<file path="config.mk">
export PLATFORM = sky130hd
export DESIGN_NAME = div_sequencer
export DESIGN_NICKNAME = d
export VERILOG_FILES = /design/src/rtl/div_pkg.sv /design/src/rtl/div_negate.sv /design/src/rtl/div_sequencer.sv
export SDC_FILE = /design/constraint.sdc
export NUM_CORES = 1
export LEC_CHECK = 0
export BUFFER_PORTS_ARGS = -buffer_cell sky130_fd_sc_hd__clkbuf_2
export CAP_MARGIN = 40
export CORE_MARGIN = 3
export CORE_UTILIZATION = 50
export CTS_BUF_LIST = sky130_fd_sc_hd__clkbuf_16
export CTS_CLUSTER_SIZE = 24
export DETAILED_ROUTE_END_ITERATION = 8
export MAX_ROUTING_LAYER = met4
export PLACE_DENSITY_LB_ADDON = 0.3
export SYNTH_ARGS = -nofsm -noshare
export SYNTH_HDL_FRONTEND = slang
export SYNTH_SLANG_ARGS = --single-unit
</file>
<file path="constraint.sdc">
create_clock -name clk -period 2.39 [get_ports clk]
set_clock_uncertainty 0.1 [all_clocks]
set_input_delay 0.5975 -clock clk [delete_from_list [all_inputs] [get_ports clk]]
set_output_delay 0.5975 -clock clk [all_outputs]
set_load 0.01 [all_outputs]
</file>
<file path="src/rtl/div_pkg.sv">
// Shared definitions for the sequential divider controller.
package div_pkg;

  // Controller states; the encoding is fixed so checkers can bind to it.
  typedef enum logic [1:0] {
    S_IDLE = 2'd0,
    S_RUN  = 2'd1,
    S_FIX  = 2'd2,
    S_DONE = 2'd3
  } div_state_t;

  // Function-unit select width and the subtract code it decodes.
  localparam int              FS_W       = 5;
  localparam logic [FS_W-1:0] FS_SUB_DEF = 5'b00101;

endpackage

</file>
<file path="src/rtl/div_negate.sv">
// Conditional two's-complement: passes the input through, or negates it when en is set.
module div_negate #(
  parameter int W = 32
) (
  input  logic         en,
  input  logic [W-1:0] in,
  output logic [W-1:0] out
);

  assign out = en ? (~in + W'(1)) : in;

endmodule

</file>
<file path="src/rtl/div_sequencer.sv">
// Multi-cycle restoring divider controller. One trial subtraction per RUN
// cycle is delegated to an external function unit via the fu_* ports.
// Handshakes: a transfer happens on a rising edge where valid && ready are
// both high; req_ready is high only in IDLE, resp_valid holds with stable
// data until resp_ready is seen.
module div_sequencer
  import div_pkg::*;
#(
  parameter int              BITS   = 32,
  parameter logic [FS_W-1:0] FS_SUB = FS_SUB_DEF
) (
  input  logic            clk,
  input  logic            rst_n,
  input  logic            req_valid,
  output logic            req_ready,
  input  logic            req_signed,
  input  logic [BITS-1:0] req_dividend,
  input  logic [BITS-1:0] req_divisor,
  output logic            resp_valid,
  input  logic            resp_ready,
  output logic [BITS-1:0] resp_quot,
  output logic [BITS-1:0] resp_rem,
  output logic            resp_div0,
  output logic [BITS-1:0] fu_a,
  output logic [BITS-1:0] fu_b,
  output logic [FS_W-1:0] fu_fs,
  output logic [4:0]      fu_sh,
  input  logic [BITS-1:0] fu_out,
  input  logic            fu_c
);

  localparam int CW = $clog2(BITS);

  div_state_t      r_state;
  div_state_t      w_state_nxt;
  logic [CW-1:0]   r_cnt;
  logic [BITS-1:0] r_dvd;     // dividend magnitude; quotient bits shift in from the bottom
  logic [BITS-1:0] r_dvs;     // divisor magnitude
  logic [BITS-1:0] r_rem;     // partial remainder
  logic            r_neg_q;
  logic            r_neg_r;
  logic [BITS-1:0] r_quot;
  logic [BITS-1:0] r_rem_out;
  logic            r_div0;
  logic            r_resp_valid;

  logic [BITS-1:0] w_dvd_mag;
  logic [BITS-1:0] w_dvs_mag;
  logic [BITS-1:0] w_quot_fix;
  logic [BITS-1:0] w_rem_fix;
  logic [BITS:0]   w_rp;      // shifted remainder, one bit wider than the operands
  logic            w_qb;
  logic            w_accept;
  logic            w_dvs_zero;

  // Operand magnitudes at accept time, and sign fix-up of the finished result.
  div_negate #(.W(BITS)) u_neg_dvd (
    .en  (req_signed & req_dividend[BITS-1]),
    .in  (req_dividend),
    .out (w_dvd_mag)
  );
  div_negate #(.W(BITS)) u_neg_dvs (
    .en  (req_signed & req_divisor[BITS-1]),
    .in  (req_divisor),
    .out (w_dvs_mag)
  );
  div_negate #(.W(BITS)) u_neg_quot (
    .en  (r_neg_q),
    .in  (r_dvd),
    .out (w_quot_fix)
  );
  div_negate #(.W(BITS)) u_neg_rem (
    .en  (r_neg_r),
    .in  (r_rem),
    .out (w_rem_fix)
  );

  // When the shifted-out top bit is set the remainder already exceeds any
  // divisor, so the bit forces a subtract and the mod-2^BITS difference is exact.
  assign w_rp       = {r_rem, r_dvd[BITS-1]};
  assign w_qb       = w_rp[BITS] | fu_c;
  assign w_accept   = req_valid && (r_state == S_IDLE);
  assign w_dvs_zero = (req_divisor == '0);

  assign req_ready  = (r_state == S_IDLE);
  assign resp_valid = r_resp_valid;
  assign resp_quot  = r_quot;
  assign resp_rem   = r_rem_out;
  assign resp_div0  = r_div0;
  assign fu_fs      = FS_SUB;
  assign fu_sh      = 5'd0;

  // State register.
  always_ff @(posedge clk or negedge rst_n) begin
    if (!rst_n) r_state <= S_IDLE;
    else        r_state <= w_state_nxt;
  end

  // Next-state decode and function-unit operand drive.
  always_comb begin
    w_state_nxt = r_state;
    fu_a        = '0;
    fu_b        = '0;
    case (r_state)
      S_IDLE: if (w_accept) w_state_nxt = w_dvs_zero ? S_DONE : S_RUN;
      S_RUN: begin
        fu_a = w_rp[BITS-1:0];
        fu_b = r_dvs;
        if (r_cnt == '0) w_state_nxt = S_FIX;
      end
      S_FIX:  w_state_nxt = S_DONE;
      S_DONE: if (r_resp_valid && resp_ready) w_state_nxt = S_IDLE;
      default: w_state_nxt = S_IDLE;
    endcase
  end

  // Datapath: operand capture, iteration, sign fix and response registers.
  // resp_valid rises one cycle into DONE so the result is presented registered.
  always_ff @(posedge clk or negedge rst_n) begin
    if (!rst_n) begin
      r_cnt        <= '0;
      r_dvd        <= '0;
      r_dvs        <= '0;
      r_rem        <= '0;
      r_neg_q      <= 1'b0;
      r_neg_r      <= 1'b0;
      r_quot       <= '0;
      r_rem_out    <= '0;
      r_div0       <= 1'b0;
      r_resp_valid <= 1'b0;
    end else begin
      case (r_state)
        S_IDLE: begin
          if (w_accept) begin
            r_neg_q <= req_signed & (req_dividend[BITS-1] ^ req_divisor[BITS-1]);
            r_neg_r <= req_signed & req_dividend[BITS-1];
            r_dvd   <= w_dvd_mag;
            r_dvs   <= w_dvs_mag;
            r_rem   <= '0;
            r_cnt   <= CW'(BITS - 1);
            r_div0  <= w_dvs_zero;
            if (w_dvs_zero) begin
              r_quot    <= '1;
              r_rem_out <= req_dividend;
            end
          end
        end
        S_RUN: begin
          r_rem <= w_qb ? fu_out : w_rp[BITS-1:0];
          r_dvd <= {r_dvd[BITS-2:0], w_qb};
          if (r_cnt != '0) r_cnt <= r_cnt - CW'(1);
        end
        S_FIX: begin
          r_quot    <= w_quot_fix;
          r_rem_out <= w_rem_fix;
        end
        S_DONE: begin
          if (!r_resp_valid)   r_resp_valid <= 1'b1;
          else if (resp_ready) r_resp_valid <= 1'b0;
        end
        default: ;
      endcase
    end
  end

endmodule

</file>
# Word level (Yosys, flattened, before mapping)
# Index checks and enable logic that the tools add are counted.
[word_totals]
in_bits = 102
out_inout_bits = 141
reg_bits = 171
elab_cells = 73
[op_classes]
mux = 27
bitwise = 9
n_eq_ne = 8
n_addsub = 5
reduce_logical = 13
[op_table]
columns = ["cell", "n"]
rows = [
  ["$mux 32", 13],
  ["$pmux 32 s2", 4],
  ["$add 32x1->32 const B", 4],
  ["$not 32->32", 4],
  ["$logic_not 32->1", 1],
  ["$mux 5", 2],
  ["$pmux 5 s2", 1],
  ["$reduce_and 3->1", 3],
  ["$mux 2", 4],
  ["$pmux 2 s4", 1],
  ["$ne 2x2->1 const B", 3],
  ["$logic_not 5->1", 1],
  ["$reduce_bool 5->1", 1],
  ["$sub 5x1->5 const B", 1],
  ["$eq 2x2->1 const B", 2],
  ["$ne 2x1->1 const B", 2],
  ["$reduce_and 2->1", 2],
  ["$reduce_bool 2->1", 2],
  ["$and 1x1->1", 3],
  ["$eq 2x1->1 const B", 1],
  ["$logic_and 1x1->1", 2],
  ["$logic_not 2->1", 1],
  ["$mux 1", 2],
  ["$or 1x1->1", 1],
  ["$xor 1x1->1", 1],
]

# Depth between registers and ports, before layout
[logic_depth]
depth_word = 5
depth_mapped = 10
depth_no_buf = 8

# Hierarchy
# From an unflattened synthesis, not the netlist that was laid out.
[hier_totals]
hier_cells = 1106
area_unflattened_um2 = 11597.4
[by_module_without_submodules]
columns = ["mod", "area_each_um2", "seq_area_each_um2", "instances", "cells_per_inst"]
rows = [
  ["div_sequencer", 8489.4, 4279.1, 1, 710],
  ["div_negate", 777.0, 0.0, 4, 99],
]

# Worst setup path before layout
# No wires, ideal clock.
[synth_timing]
path_kind = "input port to flip-flop"
startpoint = "input port req_divisor[0]"
endpoint = "register r_rem_out[28], in the netlist resp_rem[28]"
setup_time_ps = 129
path_slack_ps = -229
required_ps = 2161
path_buffers = 2
stages = 10
t_arrival_ps = 2389
cell_sequence = "inv_1 > ha_1 > or3b_4 > nor4_4 > nand4b_2 > and2_1 > buf_6 > buf_6 > a21oi_1 > a22oi_1"
[synth_between]
elab_chain_len = 3
[synth_lines]
columns = ["element", "line", "text"]
rows = [
  ["start: declaration", "div_sequencer.sv:18", "input logic [BITS-1:0] req_divisor,"],
  ["$logic_not 32->1", "div_sequencer.sv:83", "assign w_dvs_zero = (req_divisor == '0);"],
  ["$ne 2x1->1 (no line)", "n/a", ""],
  ["$reduce_and 3->1 (no line)", "n/a", ""],
  ["end signal: assignment", "div_sequencer.sv:144", "r_rem_out <= req_dividend;"],
  ["end signal: assignment", "div_sequencer.sv:155", "r_rem_out <= w_rem_fix;"],
  ["end: declaration", "div_sequencer.sv:43", "logic [BITS-1:0] r_rem_out;"],
]
# Every way passes these cells.
# A chain may end at the register's enable or synchronous reset.

# Final worst setup path
[layout_timing]
startpoint = "input port req_divisor[10]"
endpoint = "register r_rem_out[21], in the netlist resp_rem[21]"
# The elaborated chain is that of the path after synthesis.

==> results.toml <==
[timing]
finalCritPeriodShare_pct = 97.4
min_period_ns = 2.33
holdWs_ns = 0.0354
fin_tns_setup_ns = 0
worst_slack_ns = 0.0610
relSlewSlack_pct = 53.3
finalSetupViolCount = 0
finalHoldViolations = 0
tightest_slew_ns = 0.700
slew_violations = 0
fmax_mhz = 429

[placed_design]
dp_hpwl_mm = 24.8
gp_congestion = 1.07
port-buffer-count = 232
pre_cts_ws_ns = -0.463

[critical_path]
crit_type = "primary input to flop"
endpoint_kind = "flop"
path_max_fanout = 5
cp-start-kind = "primary input"
critPathRequiredTime_ns = 2.62
worstPathArrival_ns = 2.56

[drt]
drc_errors = 0
wire_per_inst_um = 17.9
drtPass1Iterations = 5
drt_iter0_drc = 806
wirelength_mm = 33.0
ant_nets = 0
vias = 10267
viasPerCell = 5.57

[final_layout]
area_growth_pct = 31.8
multi_input_area_mm2 = 0.00593
postLayoutCoreUtil_pct = 67.8
filler_cell_count = 1679
final_nets = 1671
diodes = 0
layout-drive-gt1-share_pct = 30.5
regArea_mm2 = 0.00428

[power]
vdd_drop_max_mv = 0.665
p_leak_nw = 6.39
p_per_area_mw_per_mm2 = 1300

[clock_tree]
clock_tree.buffer_depth = 2
cts-root-buf = "clkbuf_16"
clock_latency_ns = 0.43
cts_tree = "done"
hold_buffers = 0
h-tree-depth = 4
clk_pin_slew_ns = 0.06
cts_inserted_buffers = 17
clock_sinks = 171

[yosys]
ys_warn_count = 0
netlist.area_leader.share_pct = 40.7
synth_seq_area_share_pct = 40.7
synth.avg_cell_area_um2 = 8.61
syn_inst = 1220
yosys.area.top_type = "dfrtp_1"
synth_edf_count = 0
syn_area_mm2 = 0.0105
ys_seq_elements = 171
yosysUniqueCellTypes = 63
synthTopCellsByArea = "dfrtp_1, o21ai_0, nand2_1"
ys_async_sr_fraction_pct = 100
yosysMostFrequentCell = "dfrtp_1"
synth_commonest_cells = "dfrtp_1, nand2_1, o21ai_0"
synth_ff_type = "dfrtp_1"

[global_route]
grt_pass1_wl_mm = 51.0
grtUsageMet3_pct = 4.58
grt_antenna_before_repair = 0
use_met2_pct = 46.2
top_usage_layer = "met2"
grt-ovfl-total = 0
grtUsageMet1_pct = 38.1
grt_max_degree = 67
grt_use_total_pct = 29.2
grt_pass1_vias = 9607

[die]
io_pins = 243
coreArea_mm2 = 0.0204
fp.dieH_um = 151
dieArea_mm2 = 0.0228
start_util_pct = 51.4
dieWidth_um = 151
std_cell_rows = 52

[outcome]
status = "finished, final reports clean"

[job]
cap_viol_max_count = 0

[min_path]
hp-class = "primary input to asynchronous set/reset pin"
## metrics by stage
stage | cells | power (mW) | instance area [µm²]
2_1_floorplan | 1228 | 10.9 | 10600
3_3_place_gp | 1807 | 14.4 | 13100
3_5_place_dp | 1807 | 14.7 | 13100
4_1_cts | 1839 | 17.7 | 13700
5_1_grt | 1842 | 19.3 | 13900
6_report | 1842 | 18.0 | 13900
## metal layers
layer / share of wire, % / vias up
li1: - / 4921
met5: 0 / -
met1: 42 / 4851
met4: 3.3 / 0
met2: 49 / 418
met3: 6.6 / 77
## cell families (layout without fill, tap and decap cells)
family                     Yosys count  in the layout  synth area share [%]
other                                2             10                0.0715
adders and majority gates            9              9                  1.07
buffers and inverters              113            456                  4.70
muxes                               56             56                  5.37
and+or+nand+nor                    433            433                  20.7
xor gates and xnor gates           116            116                  9.67
DFF                                171            171                  40.7
AOI/OAI and AO/OA                  320            321                  17.7
## area by class of cell
type	count	area share (%)
Tap cell	270	2.44
Clock inverter	14	1.31
Multi-Input combinational cell	945	42.8
Sequential cell	171	30.9
Inverter	24	0.777
Clock buffer	17	3.07
Timing Repair Buffer	401	18.7
## state kept, by name, indices dropped and copies added, names as in the netlist
name        flops
r_dvd          32
r_dvs          32
r_rem          32
resp_quot      32
resp_rem       32
r_cnt           5
r_state         2
r_neg_q         1
r_neg_r         1
resp_div0       1
resp_valid      1
## repair_timing
item,4_1_cts,5_1_grt
endpoints found under the setup margin,68,69
pin swaps,1,2
cloned,0,2
buffers inserted,1,1
resized for setup,7,17
## report_power, final
part | internal [mW] | total (mW) | switching, mW
Clock | 1.73 | 2.89 | 1.16
Sequential | 4.21 | 5.28 | 1.07
Combinational | 4.17 | 9.82 | 5.64
## critical path: stages
cell	delay, ns
clkbuf_2	0.09
or4_4	0.57
nor4_4	0.39
buf_4	0.20
and2_1	0.13
and4_1	0.24
a21boi_1	0.10
o31ai_1	0.24
## cells in the final DEF, fill, tap and decap left out, types with 6 or more instances in the layout
master,netlist,layout
a21o_1,6,6
a21oi_1,70,69
a31oi_1,30,30
and2_1,70,68
buf_12,0,9
buf_4,10,158
clkbuf_16,0,18
clkbuf_2,1,231
conb_1,2,10
dfrtp_1,171,171
ha_1,9,6
inv_1,24,23
mux2i_1,53,53
nand2_1,145,144
nand3_1,11,11
nand3b_1,8,8
nand4_1,6,6
nor2_1,105,104
nor3_1,17,15
nor4_1,13,11
o211ai_1,6,6
o21ai_0,142,140
o22ai_1,12,12
o31ai_1,27,23
o41ai_1,8,6
or3_1,8,7
or4_1,19,15
xnor2_1,58,58
xor2_1,58,58
## path summary, 6_finish.rpt
path / startpoint / end / slack [ns] / depth (start not counted)
min in group clk: fu_out[25] / r_rem[25] / 0.35 / 3
min: rst_n / resp_quot[24] / 0.04 / 1
min reg2reg: r_dvs[11] / r_dvs[11] / 0.37 / 2
max reg2reg: r_dvd[0] / resp_quot[28] / 0.09 / 9
max: req_divisor[10] / resp_rem[21] / 0.06 / 8
max in group asynchronous: rst_n / r_dvs[12] / 1.48 / 2
Power figures use the tool's default switching activity.
